===== config.mk =====
export PLATFORM = sky130hd
export DESIGN_NAME = ram_fill_check_sp_flat
export DESIGN_NICKNAME = d
export VERILOG_FILES = /design/src/rtl/ram_fill_check_sp_if.sv /design/src/rtl/ram_fill_check_sp.sv /design/src/flat_wrapper.sv
export SDC_FILE = /design/constraint.sdc
export NUM_CORES = 2
export LEC_CHECK = 0
export ABC_CLOCK_PERIOD_IN_PS = 5660
export BUFFER_PORTS_ARGS = -buffer_cell sky130_fd_sc_hd__buf_2
export CAP_MARGIN = 20
export CELL_PAD_IN_SITES_DETAIL_PLACEMENT = 1
export CELL_PAD_IN_SITES_GLOBAL_PLACEMENT = 2
export CORE_UTILIZATION = 55
export CTS_CLUSTER_DIAMETER = 80
export DETAILED_ROUTE_END_ITERATION = 16
export PLACE_DENSITY = 0.84
export SYNTH_ARGS = -nofsm -noshare
export SYNTH_HDL_FRONTEND = slang
export SYNTH_SLANG_ARGS = --single-unit

===== constraint.sdc =====
create_clock -name clk -period 5.66 [get_ports clk]
set_input_delay 0.566 -clock clk [delete_from_list [all_inputs] [get_ports clk]]
set_output_delay 0.566 -clock clk [all_outputs]
set_load 0.01 [all_outputs]

===== src/rtl/ram_fill_check_sp_if.sv =====
// Write-stream bundle for ram_fill_check_sp: valid/ready word stream plus the
// debug error-injection strobe that travels with each word.
interface ram_fill_check_sp_if #(
  parameter int DATA_WIDTH = 16
);
  logic [DATA_WIDTH-1:0] wr_data;
  logic                  wr_valid;
  logic                  wr_last;
  logic                  inj_err;
  logic                  wr_ready;

  modport master (
    output wr_data, wr_valid, wr_last, inj_err,
    input  wr_ready
  );

  modport slave (
    input  wr_data, wr_valid, wr_last, inj_err,
    output wr_ready
  );
endinterface


===== src/rtl/ram_fill_check_sp.sv =====
// Fills a single-port RAM from a word stream, then reads the filled region
// back and compares an XOR signature of the read data with that of the writes.
module ram_fill_check_sp #(
  parameter  int DATA_WIDTH = 16,
  parameter  int RAM_DEPTH  = 256,
  localparam int ADDR_WIDTH = $clog2(RAM_DEPTH)
) (
  input  logic                  clk,
  input  logic                  reset,
  input  logic                  start,
  ram_fill_check_sp_if.slave    strm,
  output logic                  busy,
  output logic                  done,
  output logic                  pass,
  output logic [ADDR_WIDTH:0]   fill_len
);

  typedef enum logic [1:0] {IDLE, WRITE, VERIFY, DONE} state_t;

  localparam logic [ADDR_WIDTH:0] LAST_ADDR = (ADDR_WIDTH + 1)'(RAM_DEPTH - 1);

  state_t                state;
  logic [ADDR_WIDTH:0]   addr;
  logic [DATA_WIDTH-1:0] sig_wr;
  logic [DATA_WIDTH-1:0] sig_rd;
  logic [DATA_WIDTH-1:0] rd_q;
  logic                  rd_vld;
  logic                  accept;

  logic [DATA_WIDTH-1:0] mem [RAM_DEPTH];

  assign strm.wr_ready = (state == WRITE);
  assign accept        = strm.wr_ready && strm.wr_valid;

  // RAM array is deliberately outside the reset domain; contents survive reset.
  always_ff @(posedge clk) begin
    if (accept)
      mem[addr[ADDR_WIDTH-1:0]] <= strm.wr_data ^ DATA_WIDTH'(strm.inj_err);
  end

  always_ff @(posedge clk or posedge reset) begin
    if (reset) begin
      state    <= IDLE;
      addr     <= '0;
      fill_len <= '0;
      sig_wr   <= '0;
      sig_rd   <= '0;
      rd_q     <= '0;
      rd_vld   <= 1'b0;
      busy     <= 1'b0;
      done     <= 1'b0;
      pass     <= 1'b0;
    end else begin
      case (state)
        IDLE, DONE: begin
          if (start) begin
            state    <= WRITE;
            addr     <= '0;
            fill_len <= '0;
            sig_wr   <= '0;
            sig_rd   <= '0;
            busy     <= 1'b1;
            done     <= 1'b0;
            pass     <= 1'b0;
          end
        end
        WRITE: begin
          if (accept) begin
            sig_wr   <= sig_wr ^ strm.wr_data;
            fill_len <= fill_len + 1'b1;
            if (strm.wr_last || addr == LAST_ADDR) begin
              state  <= VERIFY;
              addr   <= '0;
              rd_vld <= 1'b0;
            end else begin
              addr <= addr + 1'b1;
            end
          end
        end
        VERIFY: begin
          // rd_q from the previous edge is folded in one cycle late; the final
          // edge folds the last word directly into the comparison.
          if (rd_vld)
            sig_rd <= sig_rd ^ rd_q;
          if (addr == fill_len) begin
            state <= DONE;
            busy  <= 1'b0;
            done  <= 1'b1;
            pass  <= ((sig_rd ^ rd_q) == sig_wr);
          end else begin
            rd_q   <= mem[addr[ADDR_WIDTH-1:0]];
            rd_vld <= 1'b1;
            addr   <= addr + 1'b1;
          end
        end
        default: state <= IDLE;
      endcase
    end
  end

endmodule


===== src/flat_wrapper.sv =====
// flat-port wrapper written by rule: the top's interface ports become plain ports
module ram_fill_check_sp_flat 
#(
  parameter  int DATA_WIDTH = 16,
  parameter  int RAM_DEPTH  = 256,
  localparam int ADDR_WIDTH = $clog2(RAM_DEPTH)
)
  (clk, reset, start, busy, done, pass, fill_len, strm_wr_data, strm_wr_valid, strm_wr_last, strm_inj_err, strm_wr_ready);
  ram_fill_check_sp_if #(.DATA_WIDTH(DATA_WIDTH)) strm_i ();
  input  logic clk;
  input  logic reset;
  input  logic start;
  output logic busy;
  output logic done;
  output logic pass;
  output logic [ADDR_WIDTH:0] fill_len;
  input wire logic [$bits(strm_i.wr_data)-1:0] strm_wr_data;
  input wire logic [$bits(strm_i.wr_valid)-1:0] strm_wr_valid;
  input wire logic [$bits(strm_i.wr_last)-1:0] strm_wr_last;
  input wire logic [$bits(strm_i.inj_err)-1:0] strm_inj_err;
  output wire logic [$bits(strm_i.wr_ready)-1:0] strm_wr_ready;
  assign strm_i.wr_data = strm_wr_data;
  assign strm_i.wr_valid = strm_wr_valid;
  assign strm_i.wr_last = strm_wr_last;
  assign strm_i.inj_err = strm_inj_err;
  assign strm_wr_ready = strm_i.wr_ready;
  ram_fill_check_sp #(.DATA_WIDTH(DATA_WIDTH), .RAM_DEPTH(RAM_DEPTH)) u_core (.clk(clk), .reset(reset), .start(start), .strm(strm_i), .busy(busy), .done(done), .pass(pass), .fill_len(fill_len));
endmodule

==> flow_summary.ini <==
[drt]
ant_nets = 0
vias = 87088
wire_per_inst_um = 40.9
vias_per_cell = 7.04
drc = 0
wirelength_mm = 506
drtIter0Drc = 13483
firstDrtPassIters = 6

[yosys]
synth_common_cells = edfxtp_1, mux4_2, nand2_1
synth.area.top_cells = edfxtp_1, mux4_2, mux2i_1
syn_nets = 7629
yosysSeqAreaShare = 0.772
synth_seq_cells = 4168
synthArstFlopShare = 0.0173
synth_top_area_share = 0.761
ys_types = 76
synth-edff-count = 4096
synth_mux_area_frac = 0.157
synthXorXnorAreaFrac = 0.00228
netlist_instances = 7598
yosysMostFrequentCell = edfxtp_1
synth_top_family_by_area = multiplexers
synth-compound-area-share = 0.0260
avgSynthCellArea_sq_um = 21.3
yosysWarnings = 0
syn_area_sq_um = 162000
synth_area_leader_cell = edfxtp_1
synth_simple_gate_area_frac = 0.0265
ys.flop_type = edfxtp_1
synth_fa_ha_area_frac = 0.000697

[die]
die_x_um = 544
start_util = 0.554
io_pins = 35
die_h_um = 544
rows = 198
core-area_sq_um = 292000
dieArea_sq_um = 296000

[layout]
final_nets = 8130
drive_above_1_share = 0.263
area_growth_pct = 13.1
n_fill_cell = 23638

[worst_setup_path]
reg2reg_slack_ps = 10
cp_common_cell = buf_4
critPathKind = flip-flop to flip-flop
cp-start-kind = flip-flop
cpMaxStageDelayCell = a31oi_1
reg2regPathDepth = 8
slowest_delay_ps = 1040
path_cells = buf_4 -> xor2_1 -> nor4_2 -> nor2_4 -> buf_4 -> o2111ai_1 -> a31oi_1 -> o22ai_1
arrival_ps = 6430
worst_setup_path_end_kind = flip-flop
crit_required_ps = 6440
cp_max_fo = 22

[sta]
maxSlewViolCount = 0
hold-worst-slack_ps = 40.5
worstMarginPinSlew_ps = 1420
hold_viol_final = 0
max_slew_margin = 0.0522
rsz0062_at_grt = false
setup_viol_count_final = 0
fmax_ghz = 0.177
period_needed_ps = 5650
fin_crit_sh = 0.998
skew_ps = 88.3
fin_tns_setup_ps = 0

[hold_path]
min_path_type = primary input to flip-flop
hold_depth = 2

[clock_tree]
max-clock-path-buffers = 4
insertion_delay_ps = 1020
clock_sinks = 4168
post_cts_resized = 0
cts_buffers = 412
htree_levels = 5
cts_tree = built
post_cts_buffers = 0
cts_root_buf = clkbuf_16
cts.clk_slew.worst_paths_ps = 70

[grt]
gr-usage-all-layers = 0.342
antenna_found_initial = 45
grt_max_degree = 169
gr-total-overflow = 0
grt_pass1_vias = 87931
grt_pass1_wl_mm = 697

[place]
portBuffers = 34
place_congestion = 0.938
dp_hpwl_mm = 303

[power_and_ir_drop]
p_per_area_nw_per_um2 = 382
power.leakage_nw = 57.2
ir_worst_vdd_v = 0.000326

[run]
max-cap-violations = 0

[status]
status = completed
timing repair:
action                                  CTS  global route
endpoints found under the setup margin    0             0
hold endpoints to repair                 30             0
hold buffers                              3             0
flip-flops by register name (all words and copies together), names as in the netlist:
name / flops
u_core.addr: 9
u_core.rd_q: 16
u_core.mem: 4096
u_core.state: 2
u_core.fill_len: 9
u_core.done: 1
u_core.sig_rd: 16
u_core.pass: 1
u_core.sig_wr: 16
u_core.rd_vld: 1
u_core.busy: 1
logic make-up (layout without fill, tap and decap cells):
logic type | count (synthesis) | after routing
buf+inv | 474 | 1317
mux | 1300 | 1300
compound gates | 594 | 594
other cells | 0 | 29
fa+ha+maj | 9 | 9
simple gates | 1011 | 1011
flops | 4168 | 4168
xor+xnor | 42 | 42
placed cells by master (no fill, tap or decap), types with 26 or more instances in the layout:
master and n:
clkbuf_16 412, clkinv_1 101, a31oi_1 31, nor2_2 43, nor2_1 320, nand2_1 435, o21ai_0 123, buf_12 47
a22oi_1 62, a221oi_1 26, edfxtp_1 4096, dfrtp_1 64, mux2i_1 293, a32oi_1 90, nand3_1 61, o22ai_1 31
buf_4 445, mux4_2 984, a21oi_1 76, diode_2 29, clkinv_2 71, bufinv_16 44, clkbuf_1 80
final timing paths:
check                                   from            endpoint
setup reg to reg              u_core.addr[6]      u_core.rd_q[9]
hold reg to reg            u_core.sig_wr[11]   u_core.sig_wr[11]
min in group asynchronous              reset  u_core.fill_len[8]
hold / removal                  strm_inj_err  u_core.mem[119][0]
setup / recovery              u_core.addr[6]      u_core.rd_q[9]
max in group asynchronous              reset      u_core.addr[3]
metrics by stage:
stage	setup slack, ps	total power (W)	utilization	cells	instance area (sq um)
6_report	10.8	0.0698	0.627	12370	183000
4_1_cts	671	0.0697	0.626	12332	183000
5_1_grt	445	0.0711	0.627	12345	183000
2_1_floorplan	191	0.0395	-	7598	162000
3_3_place_gp	469	0.0422	0.579	11567	169000
3_5_place_dp	732	0.0424	0.580	11573	169000
worst max-delay path, delay by kind of cell (launching register included):
kind / cells / cell delay, ps
buffers and inverters: 2 / 1370
flip-flops: 1 / 950
AO/OA/AOI/OAI: 3 / 1900
AND/OR/NAND/NOR: 2 / 870
XOR/XNOR: 1 / 220
cell type report:
| class | count | area (sq um) | area share |
|---|---|---|---|
| antenna | 29 | 72.6 | 0.000397 |
| clock buffer | 501 | 10700 | 0.0587 |
| clock inverter | 255 | 2830 | 0.0155 |
| inverter | 20 | 88.8 | 0.000486 |
| multi-input combinational | 2956 | 34500 | 0.189 |
| sequential | 4168 | 125000 | 0.683 |
| tap | 3900 | 4880 | 0.0267 |
| timing repair buffer | 541 | 4860 | 0.0266 |
per-layer routing:
layer | GRT usage | wire [um] | vias up
li1 | - | - | 32704
met1 | 0.449 | 178000 | 46111
met2 | 0.527 | 236000 | 6789
met3 | 0.0895 | 59300 | 1450
met4 | 0.191 | 32500 | 34
met5 | 0 | 235 | -
power breakdown:
group          switching, W  leakage, nW  internal, W  total (W)
Sequential         0.000368         37.7       0.0341     0.0345
Clock                0.0121         6.58       0.0156     0.0277
Combinational       0.00474         12.9      0.00283    0.00757
Note: power is estimated with default switching activity, not from simulation.
